<file path="src/rtl/arduino_link_rx_if.sv">
// arduino_link_rx_if
//   Signal bundle between the Arduino serial receiver and the board-level logic.
//   slave  : receiver side (takes rx, drives the byte, strobes, display and LEDs)
//   master : board / test side (drives rx, observes everything else)
//   Signals:
//     rx         serial line from the Arduino, idle high
//     data       last good received byte
//     valid      one-cycle strobe when data updates
//     frame_err  one-cycle strobe when a frame is discarded for a bad stop bit
//     parity_err one-cycle strobe on even-parity mismatch (parity build only)
//     busy       high while a frame is being received
//     seg, seg2  active-low {g,f,e,d,c,b,a} glyphs for data[7:4] and data[3:0]
//     led1       activity LED, lit for four bit-times after each valid
//     led2       sticky error LED, cleared by the next valid
interface arduino_link_rx_if;
    logic       rx;
    logic [7:0] data;
    logic       valid;
    logic       frame_err;
    logic       parity_err;
    logic       busy;
    logic [6:0] seg;
    logic [6:0] seg2;
    logic       led1;
    logic       led2;

    modport slave (
        input  rx,
        output data, valid, frame_err, parity_err, busy, seg, seg2, led1, led2
    );

    modport master (
        output rx,
        input  data, valid, frame_err, parity_err, busy, seg, seg2, led1, led2
    );
endinterface

</file>
<file path="src/rtl/arduino_link_rx.sv">
// arduino_link_rx
//   UART receiver for the Arduino-to-FPGA direction. Receives 8N1 bytes
//   (8E1 when ARDUINO_RX_PARITY_EN is defined), checks framing, strobes each
//   good byte out with a one-cycle valid, shows it on the seven-segment pair
//   and drives an activity LED and a sticky error LED.
//   Parameters: CLK_HZ system clock in Hz, BAUD line rate. DIV = CLK_HZ/BAUD
//   must be at least 8.
//   Ports: clk, reset (async, active high), link (arduino_link_rx_if.slave).
//   Build option: ARDUINO_RX_PARITY_EN adds an even-parity bit before the
//   stop bit; without it parity_err is held at 0.
//
//   state     | meaning
//   ----------+------------------------------------------------------------
//   IDLE      | line idle, waiting for a falling edge on rxs
//   START     | half a bit period in; confirm the start bit is still low
//   DATA      | sampling 8 data bits, LSB first, one per bit period
//   PARITY    | sampling the even-parity bit (parity build only)
//   STOP      | sampling the stop bit; commit or report the error
//   WAIT_HIGH | line held low after a bad stop bit; wait for it to release
module arduino_link_rx #(
    parameter int CLK_HZ = 50000000,
    parameter int BAUD   = 9600
) (
    input logic               clk,
    input logic               reset,
    arduino_link_rx_if.slave  link
);
    localparam int DIV     = CLK_HZ / BAUD;
    localparam int HALF    = DIV / 2;
    localparam int CW      = $clog2(DIV);
    localparam int LED_CNT = DIV * 4;
    localparam int LW      = $clog2(LED_CNT + 1);

    typedef enum logic [2:0] {
        S_IDLE,
        S_START,
        S_DATA,
        S_PARITY,
        S_STOP,
        S_WAIT_HIGH
    } state_t;

    state_t          state_q;
    logic            rx_meta_q;
    logic            rxs_q;
    logic [CW-1:0]   cnt_q;
    logic [2:0]      bit_idx_q;
    logic [7:0]      shift_q;
    logic [7:0]      data_q;
    logic            valid_q;
    logic            frame_err_q;
    logic            parity_err_q;
    logic            busy_q;
    logic [6:0]      seg_q;
    logic [6:0]      seg2_q;
    logic [LW-1:0]   led_cnt_q;
    logic            led2_q;
`ifdef ARDUINO_RX_PARITY_EN
    logic            par_ok_q;
`endif

    function automatic logic [6:0] hex_glyph(input logic [3:0] n);
        case (n)
            4'h0: hex_glyph = 7'b1000000;
            4'h1: hex_glyph = 7'b1111001;
            4'h2: hex_glyph = 7'b0100100;
            4'h3: hex_glyph = 7'b0110000;
            4'h4: hex_glyph = 7'b0011001;
            4'h5: hex_glyph = 7'b0010010;
            4'h6: hex_glyph = 7'b0000010;
            4'h7: hex_glyph = 7'b1111000;
            4'h8: hex_glyph = 7'b0000000;
            4'h9: hex_glyph = 7'b0010000;
            4'hA: hex_glyph = 7'b0001000;
            4'hB: hex_glyph = 7'b0000011;
            4'hC: hex_glyph = 7'b1000110;
            4'hD: hex_glyph = 7'b0100001;
            4'hE: hex_glyph = 7'b0000110;
            default: hex_glyph = 7'b0001110;
        endcase
    endfunction

    // Synchronizer resets to the idle-high level so reset release never
    // looks like a start bit.
    always_ff @(posedge clk or posedge reset) begin
        if (reset) begin
            rx_meta_q <= 1'b1;
            rxs_q     <= 1'b1;
        end else begin
            rx_meta_q <= link.rx;
            rxs_q     <= rx_meta_q;
        end
    end

    always_ff @(posedge clk or posedge reset) begin
        if (reset) begin
            state_q      <= S_IDLE;
            cnt_q        <= '0;
            bit_idx_q    <= '0;
            shift_q      <= '0;
            data_q       <= '0;
            valid_q      <= 1'b0;
            frame_err_q  <= 1'b0;
            parity_err_q <= 1'b0;
            busy_q       <= 1'b0;
            seg_q        <= 7'b1000000;
            seg2_q       <= 7'b1000000;
            led_cnt_q    <= '0;
            led2_q       <= 1'b0;
`ifdef ARDUINO_RX_PARITY_EN
            par_ok_q     <= 1'b0;
`endif
        end else begin
            valid_q      <= 1'b0;
            frame_err_q  <= 1'b0;
            parity_err_q <= 1'b0;
            if (led_cnt_q != '0) begin
                led_cnt_q <= led_cnt_q - LW'(1);
            end

            case (state_q)
                S_IDLE: begin
                    if (!rxs_q) begin
                        cnt_q   <= CW'(HALF - 1);
                        busy_q  <= 1'b1;
                        state_q <= S_START;
                    end
                end

                S_START: begin
                    if (cnt_q == '0) begin
                        if (rxs_q) begin
                            // Line went back high: a glitch, not a start bit.
                            busy_q  <= 1'b0;
                            state_q <= S_IDLE;
                        end else begin
                            cnt_q     <= CW'(DIV - 1);
                            bit_idx_q <= '0;
                            state_q   <= S_DATA;
                        end
                    end else begin
                        cnt_q <= cnt_q - CW'(1);
                    end
                end

                S_DATA: begin
                    if (cnt_q == '0) begin
                        shift_q <= {rxs_q, shift_q[7:1]};
                        cnt_q   <= CW'(DIV - 1);
                        if (bit_idx_q == 3'd7) begin
`ifdef ARDUINO_RX_PARITY_EN
                            state_q <= S_PARITY;
`else
                            state_q <= S_STOP;
`endif
                        end else begin
                            bit_idx_q <= bit_idx_q + 3'd1;
                        end
                    end else begin
                        cnt_q <= cnt_q - CW'(1);
                    end
                end

`ifdef ARDUINO_RX_PARITY_EN
                S_PARITY: begin
                    if (cnt_q == '0) begin
                        // Even parity: the parity bit equals the XOR of the data.
                        par_ok_q <= (rxs_q == ^shift_q);
                        cnt_q    <= CW'(DIV - 1);
                        state_q  <= S_STOP;
                    end else begin
                        cnt_q <= cnt_q - CW'(1);
                    end
                end
`endif

                S_STOP: begin
                    if (cnt_q == '0) begin
                        busy_q <= 1'b0;
                        if (!rxs_q) begin
                            // A bad stop bit outranks a parity mismatch.
                            frame_err_q <= 1'b1;
                            led2_q      <= 1'b1;
                            state_q     <= S_WAIT_HIGH;
`ifdef ARDUINO_RX_PARITY_EN
                        end else if (!par_ok_q) begin
                            parity_err_q <= 1'b1;
                            led2_q       <= 1'b1;
                            state_q      <= S_IDLE;
`endif
                        end else begin
                            data_q    <= shift_q;
                            valid_q   <= 1'b1;
                            seg_q     <= hex_glyph(shift_q[7:4]);
                            seg2_q    <= hex_glyph(shift_q[3:0]);
                            led2_q    <= 1'b0;
                            led_cnt_q <= LW'(LED_CNT);
                            state_q   <= S_IDLE;
                        end
                    end else begin
                        cnt_q <= cnt_q - CW'(1);
                    end
                end

                S_WAIT_HIGH: begin
                    // A break or stuck-low line must not start a new frame.
                    if (rxs_q) begin
                        state_q <= S_IDLE;
                    end
                end

                default: begin
                    busy_q  <= 1'b0;
                    state_q <= S_IDLE;
                end
            endcase
        end
    end

    assign link.data       = data_q;
    assign link.valid      = valid_q;
    assign link.frame_err  = frame_err_q;
    assign link.parity_err = parity_err_q;
    assign link.busy       = busy_q;
    assign link.seg        = seg_q;
    assign link.seg2       = seg2_q;
    assign link.led1       = (led_cnt_q != '0);
    assign link.led2       = led2_q;

endmodule

</file>
<file path="src/flat_wrapper.sv">
// flat-port wrapper written by rule: the top's interface ports become plain ports
module arduino_link_rx_flat 
#(
    parameter int CLK_HZ = 50000000,
    parameter int BAUD   = 9600
)
  (clk, reset, link_rx, link_data, link_valid, link_frame_err, link_parity_err, link_busy, link_seg, link_seg2, link_led1, link_led2);
  arduino_link_rx_if link_i ();
  input logic clk;
  input logic reset;
  input wire logic [$bits(link_i.rx)-1:0] link_rx;
  output wire logic [$bits(link_i.data)-1:0] link_data;
  output wire logic [$bits(link_i.valid)-1:0] link_valid;
  output wire logic [$bits(link_i.frame_err)-1:0] link_frame_err;
  output wire logic [$bits(link_i.parity_err)-1:0] link_parity_err;
  output wire logic [$bits(link_i.busy)-1:0] link_busy;
  output wire logic [$bits(link_i.seg)-1:0] link_seg;
  output wire logic [$bits(link_i.seg2)-1:0] link_seg2;
  output wire logic [$bits(link_i.led1)-1:0] link_led1;
  output wire logic [$bits(link_i.led2)-1:0] link_led2;
  assign link_i.rx = link_rx;
  assign link_data = link_i.data;
  assign link_valid = link_i.valid;
  assign link_frame_err = link_i.frame_err;
  assign link_parity_err = link_i.parity_err;
  assign link_busy = link_i.busy;
  assign link_seg = link_i.seg;
  assign link_seg2 = link_i.seg2;
  assign link_led1 = link_i.led1;
  assign link_led2 = link_i.led2;
  arduino_link_rx #(.CLK_HZ(CLK_HZ), .BAUD(BAUD)) u_core (.clk(clk), .reset(reset), .link(link_i));
endmodule
</file>
<file path="config.mk">
export PLATFORM = sky130hd
export DESIGN_NAME = arduino_link_rx_flat
export DESIGN_NICKNAME = d
export VERILOG_FILES = /design/src/rtl/arduino_link_rx_if.sv /design/src/rtl/arduino_link_rx.sv /design/src/flat_wrapper.sv
export SDC_FILE = /design/constraint.sdc
export NUM_CORES = 1
export LEC_CHECK = 0
export ABC_CLOCK_PERIOD_IN_PS = 7500
export CORE_ASPECT_RATIO = 1.4
export CORE_UTILIZATION = 63
export CTS_CLUSTER_DIAMETER = 80
export CTS_CLUSTER_SIZE = 10
export DETAILED_ROUTE_END_ITERATION = 10
export PLACE_DENSITY = 0.95
export REMOVE_ABC_BUFFERS = 1
export SYNTH_ARGS = -nofsm -noshare
export SYNTH_HDL_FRONTEND = slang
export SYNTH_SLANG_ARGS = --single-unit
</file>
<file path="constraint.sdc">
create_clock -name clk -period 7.5 [get_ports clk]
set_clock_uncertainty 0.2 [all_clocks]
set_input_delay 1.875 -clock clk [delete_from_list [all_inputs] [get_ports clk]]
set_output_delay 1.875 -clock clk [all_outputs]
set_load 0.01 [all_outputs]
</file>
Word-level counts from Yosys, hierarchy flattened
Memory sizes are Yosys's and may differ from the RTL's. A register that Yosys moved wholly into a read port is not among the register bits.
Cells that the tools add are included.
{"block": "totals", "out_inout_bits": 28, "rom_bits": 224, "elab_cells": 82, "memories": 2, "ff_bits": 56, "in_bits": 3}
{"name": "(name not given)", "depth": 16, "width": 7, "rd": 1, "rd_ports_with_merged_regs": 1, "wr": 0, "line": "arduino_link_rx.sv:63", "text": "case (n)"}
{"name": "(name not given)", "depth": 16, "width": 7, "rd": 1, "rd_ports_with_merged_regs": 1, "wr": 0, "line": "arduino_link_rx.sv:63"}
{"block": "classes", "n_reduce_logical": 13, "mux": 35, "eq_ne": 16, "n_addsub": 3, "bitwise": 1}
{"cell": "two-way mux 13 bit", "n": 5}
{"cell": "two-way mux 15 bit", "n": 4}
{"cell": "one-hot mux 13 bit (4 select lines)", "n": 1}
{"cell": "two-way mux 3 bit", "n": 11}
{"cell": "one-hot mux 3 bit (5 select lines)", "n": 1}
{"cell": "nonzero test 15 bit", "n": 1}
{"cell": "subtractor 15 x 1 -> 15 bit (second input constant)", "n": 1}
{"cell": "zero test 13 bit", "n": 1}
{"cell": "subtractor 13 x 1 -> 13 bit (second input constant)", "n": 1}
{"cell": "inequality test 2 x 1 -> 1 bit (second input constant)", "n": 6}
{"cell": "two-way mux 1 bit", "n": 10}
{"cell": "AND reduction 5 bit", "n": 2}
{"cell": "== test 3 bit (second input constant)", "n": 3}
{"cell": "inequality test 2 bit (second input constant)", "n": 4}
{"cell": "one-hot mux 3 bit (2 select lines)", "n": 1}
{"cell": "AND reduction 6 bit", "n": 1}
{"cell": "one-hot mux 1 bit (4 select lines)", "n": 1}
{"cell": "AND reduction 2 bit", "n": 2}
{"cell": "AND reduction 4 bit", "n": 1}
{"cell": "nonzero test 4 bit", "n": 1}
{"cell": "adder 3 x 1 -> 3 bit (second input constant)", "n": 1}
{"cell": "== test 3 x 1 -> 1 bit (second input constant)", "n": 1}
{"cell": "== test 3 x 2 -> 1 bit (second input constant)", "n": 1}
{"cell": "zero test 3 bit", "n": 1}
{"cell": "6 further kinds", "n": 6}

Depth between registers and ports, before layout
Gate-level depths: netlist (run 1).
{"block": "depth", "word_depth": 5, "depth_mapped": 9, "ltp_nobuf": 8}

Worst setup path before layout (run 1)
OpenSTA, ideal clock, no wires.
{"block": "synth_path", "path_type": "register -> output", "startpoint": "reg u_core.led_cnt_q[0]", "endpoint": "out link_led1", "t_arrival_ns": 1.567, "slack_ns": 3.858, "t_required_ns": 5.425, "n_path_buf": 0, "path_stages_with_launch": 6, "path_cell_list": "dfrtp_1 > inv_1 > ha_1 > or4b_4 > nor4b_4 > nand2_4"}
{"block": "synth_via", "elab_chain_len": 1}
{"element": "start, declared", "line": "arduino_link_rx.sv:56", "text": "logic [LW-1:0] led_cnt_q;"}
{"element": "start signal, assigned", "line": "arduino_link_rx.sv:118", "text": "led_cnt_q <= led_cnt_q - LW'(1);"}
{"element": "start signal, assigned", "line": "arduino_link_rx.sv:197", "text": "led_cnt_q <= LW'(LED_CNT);"}
{"element": "nonzero test 15 bit", "line": "arduino_link_rx.sv:227", "text": "assign link.led1 = (led_cnt_q != '0);"}
{"element": "end, declared", "line": "flat_wrapper.sv:19", "text": "output wire logic [$bits(link_i.led1)-1:0] link_led1;"}
Every way passes these cells.

Worst setup path after layout (run 1)
Ends and elaborated chain as after synthesis.

==> results of run 1 <==
## final timing paths
| check | end | cells after the start | slack, ps |
|---|---|---|---|
| max | link_led1 | 6 | 2630 |
| min | u_core.rxs_q | 0 | 160 |
| max reg2reg | u_core.link.seg2[2] | 8 | 4240 |
| min reg2reg | u_core.rxs_q | 0 | 160 |
| max in group asynchronous | u_core.shift_q[2] | 3 | 4620 |
| min in group asynchronous | u_core.link.valid | 3 | 1890 |
## stage by stage
step | std cells | hold slack [ps] | power, mW | util
floorplan | 380 | 145 | 0.393 | -
detailed placement | 480 | 153 | 0.397 | 0.705
global placement | 480 | 148 | 0.397 | 0.705
global route | 496 | 162 | 0.686 | 0.734
finish | 496 | 161 | 0.663 | 0.734
CTS | 496 | 162 | 0.667 | 0.734
## cells in the final DEF (no fill, tap or decap), drive strengths merged, types with 7 or more instances in the layout
master         instances
mux2                  14
clkbuf                15
clkdlybuf4s50         29
ha                    18
nand2b                 7
o21ai                 34
mux2i                  7
nor3                   9
nor4                   9
nand2                 53
a21oi                 23
dfrtp                 66
xnor2                  8
inv                   18
nor2                  34
## cells by family (layout without fill, tap and decap cells)
group	Yosys count	in the layout	share of synthesized area
other	1	1	0.000958
AOI/OAI and AO/OA	94	94	0.153
muxes	23	23	0.0697
and+or+nand+nor	148	148	0.207
adders and majority gates	18	18	0.0575
xor gates and xnor gates	8	8	0.0179
DFF	70	70	0.449
buffers and inverters	42	64	0.0451
## registers in the layout, summed over array words and instances, names as in the netlist
signal,cells
u_core.rx_meta_q,1
u_core.link.busy,1
u_core.cnt_q,13
u_core.link.valid,1
u_core.state_q,3
u_core.link.frame_err,1
u_core.link.data,8
u_core.led_cnt_q,15
u_core.link.seg2,7
u_core.bit_idx_q,3
u_core.shift_q,8
u_core.link.led2,1
u_core.rxs_q,1
u_core.link.seg,7
## layout make-up
| class | instances | area, sq um | share of cell area |
|---|---|---|---|
| Multi-Input combinational cell | 292 | 1980 | 0.454 |
| Sequential cell | 70 | 1760 | 0.402 |
| Timing Repair Buffer | 30 | 298 | 0.0682 |
| Clock buffer | 15 | 166 | 0.0381 |
| Tap cell | 70 | 87.6 | 0.0201 |
| Inverter | 18 | 70.1 | 0.0161 |
| Clock inverter | 1 | 5.00 | 0.00115 |
## per-layer routing
layer,global-route usage,wire length [um],up-vias
li1,-,-,1467
met1,0.357,3370,1536
met4,0.165,234,0
met3,0.0562,296,21
met2,0.480,4450,82
met5,0,0,-
## power by group through the flow
stage / clock [mW] / combinational, mW / sequential (mW)
after global routing: 0.294 / 0.0122 / 0.379
after CTS: 0.277 / 0.0107 / 0.379
after global placement: 0 / 0.0105 / 0.386
after detailed placement: 0 / 0.0107 / 0.386
final: 0.274 / 0.0102 / 0.379
after floorplan: 0 / 0.00701 / 0.386
==> flow_summary.html, run 1 <==
<table>
<tr><th>Metric</th><th>Value</th></tr>
<tr><th colspan="2">GRT</th></tr>
<tr><td>Global-route usage over all layers</td><td>0.294</td></tr>
<tr><td>Via count of the first global-routing pass</td><td>roughly 3,000</td></tr>
<tr><td>First-pass GRT wire length</td><td>14,000 um</td></tr>
<tr><td>Largest net degree at the start of global routing</td><td>between 70 and 80</td></tr>
<tr><td>Initial antenna violation count</td><td>0</td></tr>
<tr><td>GRT Residual Overflow</td><td>0</td></tr>
<tr><th colspan="2">Worst setup path</th></tr>
<tr><td>Data arrival, critical path</td><td>2790 ps</td></tr>
<tr><td>Cell type group with the largest total delay on the critical path</td><td>simple AND/OR/NAND/NOR gates</td></tr>
<tr><td>Max incr delay on CP</td><td>roughly 640 ps</td></tr>
<tr><td>Combined buffer and inverter count along the critical path</td><td>2</td></tr>
<tr><td>Required time of the worst setup path</td><td>around 5400 ps</td></tr>
<tr><td>Crit path cell chain</td><td>inv_1, ha_1, or4b_4, nor4b_4, nand2_4, clkdlybuf4s50_1</td></tr>
<tr><td>Max stage delay cell, worst path</td><td>sky130_fd_sc_hd__nor4b_4</td></tr>
<tr><td>Top fanout value on the critical path</td><td>13</td></tr>
<tr><td>Critical path startpoint</td><td>u_core.led_cnt_q[0]</td></tr>
<tr><td>Element type at the critical path end</td><td>output port</td></tr>
<tr><td>Element type at the critical path start</td><td>register</td></tr>
<tr><td>Category of the critical setup timing path</td><td>reg2out</td></tr>
<tr><td>Worst reg2reg startpoint</td><td>u_core.cnt_q[0]</td></tr>
<tr><th colspan="2">Floorplan</th></tr>
<tr><td>Overall die area</td><td>between 6000 and 7000 sq um</td></tr>
<tr><td>Horizontal die dimension</td><td>68.6 um</td></tr>
<tr><td>I/O Pins</td><td>31</td></tr>
<tr><td>Height of the die</td><td>95.3 um</td></tr>
<tr><td>Std-Cell Core Area</td><td>slightly below 6000 sq um</td></tr>
<tr><td>Starting density of the core</td><td>0.658</td></tr>
<tr><td>Site Rows</td><td>33</td></tr>
<tr><th colspan="2">Synthesis</th></tr>
<tr><td>Yosys Warn Count</td><td>0</td></tr>
<tr><td>Post-synth top flop</td><td>sky130_fd_sc_hd__dfrtp_1</td></tr>
<tr><td>Post-synthesis cell count</td><td>between 400 and 500</td></tr>
<tr><td>Share of the synthesized area in the top cell type</td><td>0.422</td></tr>
<tr><td>Post-synthesis sequential element count</td><td>70</td></tr>
<tr><td>Most frequent cells after synthesis</td><td>sky130_fd_sc_hd__dfrtp_1 (66), sky130_fd_sc_hd__nand2_1 (52), sky130_fd_sc_hd__nor2_1 (34), sky130_fd_sc_hd__a21oi_1 (23), sky130_fd_sc_hd__o21ai_0 (22)</td></tr>
<tr><td>Area of the mapped netlist</td><td>between 3000 and 4000 sq um</td></tr>
<tr><td>Share of synthesized area occupied by flip-flops and latches</td><td>0.449</td></tr>
<tr><td>Post-synthesis cell type count</td><td>60</td></tr>
<tr><td>Most frequent cell after synthesis</td><td>sky130_fd_sc_hd__dfrtp_1</td></tr>
<tr><td>Count of flip-flops with a built-in enable after synthesis</td><td>0</td></tr>
<tr><td>Mean Syn Cell Area</td><td>around 9.7 sq um</td></tr>
<tr><td>Cells taking the most area after synthesis</td><td>sky130_fd_sc_hd__dfrtp_1 (42%), sky130_fd_sc_hd__ha_1 (5.8%), sky130_fd_sc_hd__nand2_1 (5.0%)</td></tr>
<tr><td>Yosys top cell by area</td><td>sky130_fd_sc_hd__dfrtp_1</td></tr>
<tr><td>Asr flop ratio synth</td><td>1.00</td></tr>
<tr><th colspan="2">Placed design</th></tr>
<tr><td>Weighted congestion at the end of routability-driven global placement</td><td>between 0.8 and 0.9</td></tr>
<tr><td>Port Buffers</td><td>29</td></tr>
<tr><td>Post-DP HPWL</td><td>approximately 5500 um</td></tr>
<tr><td>Pre-CTS WS</td><td>between 3000 and 4000 ps</td></tr>
<tr><td>Total cell area at the placement stage</td><td>4190 sq um</td></tr>
<tr><th colspan="2">Clock tree</th></tr>
<tr><td>Maximum buffer depth of the clock tree</td><td>2</td></tr>
<tr><td>Clock sinks</td><td>70</td></tr>
<tr><td>Buffer count from post-CTS setup fixing</td><td>0</td></tr>
<tr><td>Num CTS Buffers</td><td>9</td></tr>
<tr><td>CTS-repair resized insts</td><td>0</td></tr>
<tr><td>H-tree depth</td><td>3</td></tr>
<tr><td>Clock latency on the worst-skew pair</td><td>350 ps</td></tr>
<tr><td>Clock root buffer</td><td>sky130_fd_sc_hd__clkbuf_8</td></tr>
<tr><td>TritonCTS clock tree</td><td>built</td></tr>
<tr><td>Count of hold buffers inserted by post-cts repair</td><td>0</td></tr>
<tr><td>Clock-pin slew on the worst setup and hold paths</td><td>70 ps</td></tr>
<tr><th colspan="2">Route</th></tr>
<tr><td>Length of the first detailed-routing pass in iterations</td><td>4</td></tr>
<tr><td>Routed WL</td><td>around 8400 um</td></tr>
<tr><td>Via count</td><td>3,106</td></tr>
<tr><td>Drt wl/cell</td><td>16.8 um</td></tr>
<tr><td>DRC viols</td><td>0</td></tr>
<tr><td>Number of design-rule violations left by the first detailed-router iteration</td><td>approximately 290</td></tr>
<tr><td>Average vias per placed instance</td><td>around 6.3</td></tr>
<tr><td>Antenna Nets Post-Route</td><td>0</td></tr>
<tr><th colspan="2">STA</th></tr>
<tr><td>Total negative setup slack</td><td>0 ps</td></tr>
<tr><td>Final worst-path cycle share</td><td>0.649</td></tr>
<tr><td>Count of final hold-check violations</td><td>0</td></tr>
<tr><td>Highest clock frequency the design can meet</td><td>slightly above 200 MHz</td></tr>
<tr><td>Final Setup Violations</td><td>0</td></tr>
<tr><td>Max Transition Viols Final</td><td>0</td></tr>
<tr><td>Actual transition at the worst max-transition pin</td><td>869 ps</td></tr>
<tr><td>Worst setup margin</td><td>2630 ps</td></tr>
<tr><td>Minimum clock period after layout</td><td>~5000 ps</td></tr>
<tr><td>Rel. slew slack</td><td>0.421</td></tr>
<tr><td>Setup repair after global routing missed its margin</td><td>no</td></tr>
<tr><th colspan="2">Final layout</th></tr>
<tr><td>Post-route cell area</td><td>4370 sq um</td></tr>
<tr><td>Number of nets in the layout</td><td>442</td></tr>
<tr><td>Diodes inserted</td><td>0</td></tr>
<tr><td>Area growth from synthesis to layout</td><td>11.5%</td></tr>
<tr><td>Number of fill cells in the layout</td><td>approximately 420</td></tr>
<tr><td>Fraction of layout instances using a drive strength above 1</td><td>0.106</td></tr>
<tr><th colspan="2">Hold path</th></tr>
<tr><td>Beginning of the worst hold path</td><td>u_core.rx_meta_q</td></tr>
<tr><td>Type of the worst min-delay path</td><td>reg2reg</td></tr>
<tr><th colspan="2">Power</th></tr>
<tr><td>Static leakage</td><td>between 1.5 and 2 nW</td></tr>
<tr><td>Switch share</td><td>0.218</td></tr>
<tr><td>Comb power frac</td><td>0.015</td></tr>
<tr><td>Design internal power</td><td>a little over 500 uW</td></tr>
<tr><td>Max IR drop VDD</td><td>approximately 140 uV</td></tr>
<tr><td>Clock share of power</td><td>0.413</td></tr>
<tr><td>Part of the power in registers</td><td>0.572</td></tr>
<tr><td>Pwr dens</td><td>roughly 150 nW/um^2</td></tr>
<tr><td>Power spent charging and discharging nets</td><td>between 100 and 150 uW</td></tr>
<tr><th colspan="2">Run status</th></tr>
<tr><td>Result of the run</td><td>completed</td></tr>
<tr><th colspan="2">Run</th></tr>
<tr><td>Max-Cap Viols</td><td>0</td></tr>
</table>
Note: power is estimated with default switching activity, not from simulation.
==> run 2, diff against run 1 <==
--- a/config.mk
+++ b/config.mk
@@ -5,13 +5,13 @@
 export SDC_FILE = /design/constraint.sdc
 export NUM_CORES = 1
 export LEC_CHECK = 0
-export ABC_CLOCK_PERIOD_IN_PS = 7500
+export ABC_CLOCK_PERIOD_IN_PS = 4100
 export CORE_ASPECT_RATIO = 1.4
-export CORE_UTILIZATION = 63
+export CORE_UTILIZATION = 53
 export CTS_CLUSTER_DIAMETER = 80
 export CTS_CLUSTER_SIZE = 10
 export DETAILED_ROUTE_END_ITERATION = 10
-export PLACE_DENSITY = 0.95
+export PLACE_DENSITY = 0.88
 export REMOVE_ABC_BUFFERS = 1
 export SYNTH_ARGS = -nofsm -noshare
 export SYNTH_HDL_FRONTEND = slang
==> constraint.sdc (replaced) <==
create_clock -name clk -period 4.1 [get_ports clk]
set_clock_uncertainty 0.2 [all_clocks]
set_input_delay 1.025 -clock clk [delete_from_list [all_inputs] [get_ports clk]]
set_output_delay 1.025 -clock clk [all_outputs]
set_load 0.01 [all_outputs]
==> flow_summary.html, run 2 (synthesis gave the netlist of run 1 again) <==
<table>
<tr><th>Metric</th><th>Value</th></tr>
<tr><th colspan="2">Final layout</th></tr>
<tr><td>Multi-input gate area in the final layout</td><td>1980 sq um (unchanged)</td></tr>
<tr><td>Commonest cells after routing, fill and taps aside</td><td>sky130_fd_sc_hd__dfrtp_1 (66), sky130_fd_sc_hd__nand2_1 (52), sky130_fd_sc_hd__nor2_1 (34)</td></tr>
<tr><td>Number of standard cells in the final layout excluding fillers</td><td>524 (+5.6%)</td></tr>
<tr><td>Number of fill cells in the layout</td><td>575 (+38%)</td></tr>
<tr><td>Number of nets in the layout</td><td>445 (+0.68%)</td></tr>
<tr><td>Area growth from synthesis to layout</td><td>13.6%</td></tr>
<tr><td>Largest registers in the final layout</td><td>u_core.led_cnt_q (15), u_core.cnt_q (13)</td></tr>
<tr><td>Most frequent standard cell in the layout excluding fill and tap cells</td><td>sky130_fd_sc_hd__dfrtp_1</td></tr>
<tr><td>Diodes inserted</td><td>0 (unchanged)</td></tr>
<tr><td>Flip-flop count of the largest register after layout</td><td>15 (unchanged)</td></tr>
<tr><td>Area taken by flip-flops and latches</td><td>1760 sq um (unchanged)</td></tr>
<tr><td>Register ranked first by flip-flop count</td><td>u_core.led_cnt_q</td></tr>
<tr><td>Fraction of layout instances using a drive strength above 1</td><td>0.121 (+0.0156)</td></tr>
<tr><th colspan="2">Clock tree</th></tr>
<tr><td>Buffer count from post-CTS setup fixing</td><td>0 (unchanged)</td></tr>
<tr><td>CTS-repair resized insts</td><td>0 (unchanged)</td></tr>
<tr><td>H-tree depth</td><td>3 (unchanged)</td></tr>
<tr><td>Clock latency on the worst-skew pair</td><td>370 ps (+20 ps)</td></tr>
<tr><td>Num CTS Buffers</td><td>9 (unchanged)</td></tr>
<tr><td>Count of hold buffers inserted by post-cts repair</td><td>0 (unchanged)</td></tr>
<tr><td>Maximum buffer depth of the clock tree</td><td>2 (unchanged)</td></tr>
<tr><td>Clock root buffer</td><td>sky130_fd_sc_hd__clkbuf_8</td></tr>
<tr><td>Clock-pin slew on the worst setup and hold paths</td><td>70 ps (about the same)</td></tr>
<tr><td>TritonCTS clock tree</td><td>built</td></tr>
<tr><td>Clock sinks</td><td>70 (unchanged)</td></tr>
<tr><th colspan="2">Run status</th></tr>
<tr><td>Result of the run</td><td>completed</td></tr>
<tr><th colspan="2">GRT</th></tr>
<tr><td>GRT Residual Overflow</td><td>0 (unchanged)</td></tr>
<tr><td>First-pass GRT wire length</td><td>13,500 um (-3.8%)</td></tr>
<tr><td>Via count of the first global-routing pass</td><td>2,885 (-4.0%)</td></tr>
<tr><td>Largest net degree at the start of global routing</td><td>29 (-59%)</td></tr>
<tr><td>Initial antenna violation count</td><td>0 (unchanged)</td></tr>
<tr><td>Global-route usage over all layers</td><td>0.228 (-0.0667)</td></tr>
<tr><th colspan="2">Worst setup path</th></tr>
<tr><td>Max stage delay cell, worst path</td><td>sky130_fd_sc_hd__clkdlybuf4s50_1</td></tr>
<tr><td>Combined buffer and inverter count along the critical path</td><td>2 (unchanged)</td></tr>
<tr><td>Top fanout value on the critical path</td><td>6 (-7)</td></tr>
<tr><td>Element type at the critical path start</td><td>register</td></tr>
<tr><td>Crit path cell chain</td><td>inv_1, ha_1, or4b_4, nor4b_4, nand2_4, clkdlybuf4s50_1</td></tr>
<tr><td>Category of the critical setup timing path</td><td>reg2out</td></tr>
<tr><td>Capturing point of the worst reg2reg path</td><td>u_core.bit_idx_q[0]</td></tr>
<tr><td>Max incr delay on CP</td><td>500 ps (-140 ps)</td></tr>
<tr><td>Worst reg2reg startpoint</td><td>u_core.cnt_q[0]</td></tr>
<tr><td>Worst reg-to-reg setup slack</td><td>1340 ps (-2900 ps)</td></tr>
<tr><td>Required time of the worst setup path</td><td>2870 ps (-2560 ps)</td></tr>
<tr><td>Critical path depth</td><td>6 (unchanged)</td></tr>
<tr><td>Cell type group with the largest total delay on the critical path</td><td>simple AND/OR/NAND/NOR gates</td></tr>
<tr><td>Cell count of the worst reg-to-reg path</td><td>7 (-1)</td></tr>
<tr><td>Worst setup path end</td><td>link_led1</td></tr>
<tr><td>Critical path startpoint</td><td>u_core.led_cnt_q[1]</td></tr>
<tr><td>Element type at the critical path end</td><td>output port</td></tr>
<tr><td>Data arrival, critical path</td><td>2480 ps (-310 ps)</td></tr>
<tr><th colspan="2">Floorplan</th></tr>
<tr><td>I/O Pins</td><td>31 (unchanged)</td></tr>
<tr><td>Height of the die</td><td>104 um (+8.8%)</td></tr>
<tr><td>Horizontal die dimension</td><td>74.6 um (+8.8%)</td></tr>
<tr><td>Overall die area</td><td>7740 sq um (+18%)</td></tr>
<tr><td>Std-Cell Core Area</td><td>7070 sq um (+19%)</td></tr>
<tr><td>Starting density of the core</td><td>0.554 (-0.105)</td></tr>
<tr><td>Site Rows</td><td>36 (+9.1%)</td></tr>
<tr><th colspan="2">STA</th></tr>
<tr><td>Minimum clock period after layout</td><td>3710 ps</td></tr>
<tr><td>Count of final hold-check violations</td><td>0 (unchanged)</td></tr>
<tr><td>Total negative setup slack</td><td>0 ps (unchanged)</td></tr>
<tr><td>Final Setup Violations</td><td>0 (unchanged)</td></tr>
<tr><td>Rel. slew slack</td><td>0.445 (+0.0241)</td></tr>
<tr><td>Actual transition at the worst max-transition pin</td><td>833 ps (-36.1 ps)</td></tr>
<tr><td>Worst hold-check slack</td><td>158 ps (-2.70 ps)</td></tr>
<tr><td>Max Transition Viols Final</td><td>0 (unchanged)</td></tr>
<tr><td>Setup repair after global routing missed its margin</td><td>no</td></tr>
<tr><td>Final worst-path cycle share</td><td>0.904</td></tr>
<tr><td>Highest clock frequency the design can meet</td><td>about 270 MHz</td></tr>
<tr><th colspan="2">Placed design</th></tr>
<tr><td>Post-DP HPWL</td><td>5450 um (-0.86%)</td></tr>
<tr><td>Cells after DPL</td><td>508 (+5.8%)</td></tr>
<tr><td>Port Buffers</td><td>29 (unchanged)</td></tr>
<tr><td>Weighted congestion at the end of routability-driven global placement</td><td>0.847 (+0.20%)</td></tr>
<tr><th colspan="2">Power</th></tr>
<tr><td>Pwr dens</td><td>286 nW/um^2 (+88%)</td></tr>
<tr><td>Max IR drop VDD</td><td>267 uV (+93%)</td></tr>
<tr><td>Total power draw</td><td>1.27 mW (+92%)</td></tr>
<tr><td>Static leakage</td><td>1.96 nW (+0.86%)</td></tr>
<tr><th colspan="2">Route</th></tr>
<tr><td>DRC viols</td><td>0 (unchanged)</td></tr>
<tr><td>Via count</td><td>3,005 (-3.3%)</td></tr>
<tr><td>Antenna Nets Post-Route</td><td>0 (unchanged)</td></tr>
<tr><td>Routed WL</td><td>7770 um (-7.0%)</td></tr>
<tr><td>Average vias per placed instance</td><td>5.73 (-8.4%)</td></tr>
<tr><td>Length of the first detailed-routing pass in iterations</td><td>4 (unchanged)</td></tr>
<tr><td>Drt wl/cell</td><td>14.8 um (-12%)</td></tr>
<tr><td>Number of design-rule violations left by the first detailed-router iteration</td><td>186 (-35%)</td></tr>
<tr><th colspan="2">Run</th></tr>
<tr><td>Max-Cap Viols</td><td>0 (unchanged)</td></tr>
<tr><th colspan="2">Hold path</th></tr>
<tr><td>Type of the worst min-delay path</td><td>reg2reg</td></tr>
<tr><td>Worst hold stages</td><td>0 (unchanged)</td></tr>
</table>
-- run 2: cell types whose count changed in the layout (fill, tap and decap cells not counted) --
cell	delta
sky130_fd_sc_hd__buf_4	+3
sky130_fd_sc_hd__clkbuf_1	-4
sky130_fd_sc_hd__bufinv_16	+1
sky130_fd_sc_hd__clkinv_4	+2
sky130_fd_sc_hd__clkbuf_8	-2
sky130_fd_sc_hd__clkinvlp_4	+3
-- run 2: worst min-delay path by stage --
stage                     startpoint      endpoint  slack (ps)
floorplan           u_core.rx_meta_q  u_core.rxs_q         150
global placement    u_core.rx_meta_q  u_core.rxs_q         150
detailed placement  u_core.rx_meta_q  u_core.rxs_q         150
CTS                 u_core.rx_meta_q  u_core.rxs_q         160
global route        u_core.rx_meta_q  u_core.rxs_q         160
finish              u_core.rx_meta_q  u_core.rxs_q         160
-- run 2: where the power goes --
group	total, mW	switching, mW	internal, mW	leakage, nW
Sequential	0.693	0.00137	0.692	0.907
Combinational	0.0195	0.0154	0.00402	0.963
Clock	0.559	0.278	0.281	0.0914
-- run 2: area by class of cell --
cell class	instances	share of cell area
inverter	18	0.0158
clock buffer	9	0.0279
timing repair buffer	33	0.0720
clock inverter	7	0.0169
tap	95	0.0267
sequential	70	0.395
multi-input combinational	292	0.446
-- run 2: per-layer routing --
metal / global-route usage / vias to the layer above / wire length [um]
met5: 0 / - / 0
met4: 0.109 / 0 / 206
met3: 0.0593 / 17 / 322
met2: 0.359 / 58 / 4020
met1: 0.284 / 1461 / 3230
li1: - / 1469 / -
-- run 2: per-stage QoR --
step,setup WS (ps),utilization,area [sq um]
after floorplan,1110,-,3810
after global placement,831,0.601,4250
after detailed placement,803,0.601,4250
after CTS,369,0.629,4450
after global routing,311,0.629,4450
final,392,0.629,4450
==> run 3, diff against run 2 <==
--- a/config.mk
+++ b/config.mk
@@ -7,11 +7,11 @@
 export LEC_CHECK = 0
 export ABC_CLOCK_PERIOD_IN_PS = 4100
 export CORE_ASPECT_RATIO = 1.4
-export CORE_UTILIZATION = 53
+export CORE_UTILIZATION = 27
 export CTS_CLUSTER_DIAMETER = 80
 export CTS_CLUSTER_SIZE = 10
 export DETAILED_ROUTE_END_ITERATION = 10
-export PLACE_DENSITY = 0.88
+export PLACE_DENSITY = 0.56
 export REMOVE_ABC_BUFFERS = 1
 export SYNTH_ARGS = -nofsm -noshare
 export SYNTH_HDL_FRONTEND = slang
==> flow_summary.html, run 3 (synthesis gave the netlist of run 1 again) <==
<table>
<tr><th>Metric</th><th>Value</th></tr>
<tr><th colspan="2">Worst setup path</th></tr>
<tr><td>Element type at the critical path start</td><td>register</td></tr>
<tr><td>Crit path cell chain</td><td>inv_1, ha_1, or4b_4, nor4b_4, nand2_4, clkdlybuf4s50_1</td></tr>
<tr><td>Cell type group with the largest total delay on the critical path</td><td>simple AND/OR/NAND/NOR gates</td></tr>
<tr><td>Combined buffer and inverter count along the critical path</td><td>2 (unchanged)</td></tr>
<tr><td>Category of the critical setup timing path</td><td>reg2out</td></tr>
<tr><td>Data arrival, critical path</td><td>2460 ps (-20 ps)</td></tr>
<tr><td>Element type at the critical path end</td><td>output port</td></tr>
<tr><td>Top fanout value on the critical path</td><td>6 (unchanged)</td></tr>
<tr><td>Required time of the worst setup path</td><td>2870 ps (about the same)</td></tr>
<tr><td>Max stage delay cell, worst path</td><td>sky130_fd_sc_hd__clkdlybuf4s50_1</td></tr>
<tr><td>Max incr delay on CP</td><td>500 ps (about the same)</td></tr>
<tr><th colspan="2">Route</th></tr>
<tr><td>Antenna Nets Post-Route</td><td>0 (unchanged)</td></tr>
<tr><td>Length of the first detailed-routing pass in iterations</td><td>4 (unchanged)</td></tr>
<tr><td>Drt wl/cell</td><td>13.6 um (-8.1%)</td></tr>
<tr><td>DRC viols</td><td>0 (unchanged)</td></tr>
<tr><td>Average vias per placed instance</td><td>4.81 (-16%)</td></tr>
<tr><td>Routed WL</td><td>8380 um (+7.7%)</td></tr>
<tr><td>Via count</td><td>2,952 (-1.8%)</td></tr>
<tr><td>Number of design-rule violations left by the first detailed-router iteration</td><td>134 (-28%)</td></tr>
<tr><th colspan="2">Power</th></tr>
<tr><td>Clock share of power</td><td>0.548 (+0.108)</td></tr>
<tr><td>Static leakage</td><td>2.03 nW (+3.6%)</td></tr>
<tr><td>Pwr dens</td><td>336 nW/um^2 (+18%)</td></tr>
<tr><td>Max IR drop VDD</td><td>197 uV (-26%)</td></tr>
<tr><td>Design internal power</td><td>1.26 mW (+29%)</td></tr>
<tr><td>Part of the power in registers</td><td>0.440 (-0.105)</td></tr>
<tr><td>Power spent charging and discharging nets</td><td>316 uW (+7.3%)</td></tr>
<tr><td>Comb power frac</td><td>0.013 (-0.002)</td></tr>
<tr><td>Switch share</td><td>0.200 (-0.0314)</td></tr>
<tr><th colspan="2">Final layout</th></tr>
<tr><td>Most frequent standard cell in the layout excluding fill and tap cells</td><td>sky130_fd_sc_hd__dfrtp_1</td></tr>
<tr><td>Flip-flop count of the largest register after layout</td><td>15 (unchanged)</td></tr>
<tr><td>Diodes inserted</td><td>0 (unchanged)</td></tr>
<tr><td>Number of fill cells in the layout</td><td>1,480 (+160%)</td></tr>
<tr><td>Fraction of layout instances using a drive strength above 1</td><td>0.121 (unchanged)</td></tr>
<tr><td>Largest registers in the final layout</td><td>u_core.led_cnt_q (15), u_core.cnt_q (13)</td></tr>
<tr><td>Commonest cells after routing, fill and taps aside</td><td>sky130_fd_sc_hd__dfrtp_1 (66), sky130_fd_sc_hd__nand2_1 (52), sky130_fd_sc_hd__nor2_1 (34)</td></tr>
<tr><td>Post-route cell area</td><td>4690 sq um (+5.6%)</td></tr>
<tr><td>Area growth from synthesis to layout</td><td>19.9%</td></tr>
<tr><td>Register ranked first by flip-flop count</td><td>u_core.led_cnt_q</td></tr>
<tr><td>Number of nets in the layout</td><td>445 (unchanged)</td></tr>
<tr><th colspan="2">Placed design</th></tr>
<tr><td>Port Buffers</td><td>29 (unchanged)</td></tr>
<tr><td>Post-DP HPWL</td><td>5830 um (+7.0%)</td></tr>
<tr><td>Weighted congestion at the end of routability-driven global placement</td><td>0.763 (-10%)</td></tr>
<tr><td>Total cell area at the placement stage</td><td>4360 sq um (+2.7%)</td></tr>
<tr><td>Pre-CTS WS</td><td>763 ps (-39.9 ps)</td></tr>
<tr><th colspan="2">GRT</th></tr>
<tr><td>Most crowded layer after global routing</td><td>met2</td></tr>
<tr><td>First-pass GRT wire length</td><td>14,400 um (+7.3%)</td></tr>
<tr><td>Via count of the first global-routing pass</td><td>3,005 (+4.2%)</td></tr>
<tr><td>Met1 Track Usage GR</td><td>0.136 (-0.148)</td></tr>
<tr><td>GRT Residual Overflow</td><td>0 (unchanged)</td></tr>
<tr><td>Initial antenna violation count</td><td>0 (unchanged)</td></tr>
<tr><td>Met3 GRT Util</td><td>0.0225 (-0.0368)</td></tr>
<tr><td>Largest net degree at the start of global routing</td><td>39 (+34%)</td></tr>
<tr><td>Met2 layer usage reported by global route</td><td>0.217 (-0.142)</td></tr>
<tr><td>Global-route usage over all layers</td><td>0.121 (-0.107)</td></tr>
<tr><th colspan="2">Floorplan</th></tr>
<tr><td>I/O Pins</td><td>31 (unchanged)</td></tr>
<tr><td>Starting density of the core</td><td>0.279 (-0.275)</td></tr>
<tr><td>Height of the die</td><td>144 um (+39%)</td></tr>
<tr><td>Horizontal die dimension</td><td>104 um (+39%)</td></tr>
<tr><td>Site Rows</td><td>51 (+42%)</td></tr>
<tr><td>Overall die area</td><td>15,000 sq um (+94%)</td></tr>
<tr><td>Std-Cell Core Area</td><td>14,000 sq um (+99%)</td></tr>
<tr><th colspan="2">Clock tree</th></tr>
<tr><td>Num CTS Buffers</td><td>9 (unchanged)</td></tr>
<tr><td>H-tree depth</td><td>3 (unchanged)</td></tr>
<tr><td>Maximum buffer depth of the clock tree</td><td>2 (unchanged)</td></tr>
<tr><td>Clock latency on the worst-skew pair</td><td>340 ps (-30 ps)</td></tr>
<tr><td>Count of hold buffers inserted by post-cts repair</td><td>0 (unchanged)</td></tr>
<tr><td>CTS-repair resized insts</td><td>0 (unchanged)</td></tr>
<tr><td>Clock sinks</td><td>70 (unchanged)</td></tr>
<tr><td>Clock root buffer</td><td>sky130_fd_sc_hd__clkbuf_16</td></tr>
<tr><td>Clock-pin slew on the worst setup and hold paths</td><td>60 ps (about the same)</td></tr>
<tr><td>TritonCTS clock tree</td><td>built</td></tr>
<tr><td>Buffer count from post-CTS setup fixing</td><td>0 (unchanged)</td></tr>
<tr><th colspan="2">Run</th></tr>
<tr><td>Max-Cap Viols</td><td>0 (unchanged)</td></tr>
<tr><th colspan="2">STA</th></tr>
<tr><td>Max Transition Viols Final</td><td>0 (unchanged)</td></tr>
<tr><td>Total negative setup slack</td><td>0 ps (unchanged)</td></tr>
<tr><td>Final worst-path cycle share</td><td>0.898 (-0.00599)</td></tr>
<tr><td>Highest clock frequency the design can meet</td><td>271 MHz (+0.67%)</td></tr>
<tr><td>Worst setup margin</td><td>416 ps (+24.6 ps)</td></tr>
<tr><td>Setup repair after global routing missed its margin</td><td>no</td></tr>
<tr><td>Final Setup Violations</td><td>0 (unchanged)</td></tr>
<tr><td>Minimum clock period after layout</td><td>3680 ps (-24.6 ps)</td></tr>
<tr><td>Rel. slew slack</td><td>0.408 (-0.0368)</td></tr>
<tr><td>Actual transition at the worst max-transition pin</td><td>888 ps (+55.2 ps)</td></tr>
<tr><td>Count of final hold-check violations</td><td>0 (unchanged)</td></tr>
<tr><th colspan="2">Run status</th></tr>
<tr><td>Result of the run</td><td>completed</td></tr>
<tr><th colspan="2">Hold path</th></tr>
<tr><td>Type of the worst min-delay path</td><td>reg2reg</td></tr>
</table>
[run 3: path summary, 6_finish.rpt]
kind | start | to | slack [ps] | depth (start not counted)
max | u_core.led_cnt_q[0] | link_led1 | 420 | 6
min | u_core.rx_meta_q | u_core.rxs_q | 150 | 0
max reg2reg | u_core.cnt_q[0] | u_core.bit_idx_q[0] | 1300 | 7
min reg2reg | u_core.rx_meta_q | u_core.rxs_q | 150 | 0
max in group asynchronous | reset | u_core.rxs_q | 1920 | 3
min in group asynchronous | reset | u_core.link.valid | 960 | 2
[run 3: area by class of cell]
cell class	count	area, sq um	share of cell area
sequential	70	1760	0.374
clock buffer	11	253	0.0538
inverter	18	70.1	0.0149
multi-input combinational	292	1980	0.422
tap	185	231	0.0493
timing repair buffer	33	320	0.0682
clock inverter	5	81.3	0.0173
[run 3: power by group through the flow]
| stage | sequential (mW) | clock [mW] | combinational, mW |
|---|---|---|---|
| 6_report | 0.695 | 0.864 | 0.0198 |
| 5_1_grt | 0.694 | 0.910 | 0.0239 |
| 4_1_cts | 0.694 | 0.884 | 0.0215 |
| 3_5_place_dp | 0.707 | 0 | 0.0214 |
| 3_3_place_gp | 0.707 | 0 | 0.0210 |
| 2_1_floorplan | 0.706 | 0 | 0.0128 |
[run 3: metal layers]
layer,share of wire,vias up
met4,0.020,0
met1,0.45,1448
li1,-,1460
met3,0.020,11
met5,0,-
met2,0.51,33
[run 3: per-stage QoR]
stage	util	hold slack, ps	total power, mW	instances
final	0.334	155	1.58	614
after global routing	0.334	158	1.63	614
after global placement	0.311	146	0.728	598
after floorplan	-	145	0.719	380
after detailed placement	0.311	147	0.728	598
after CTS	0.334	155	1.60	614
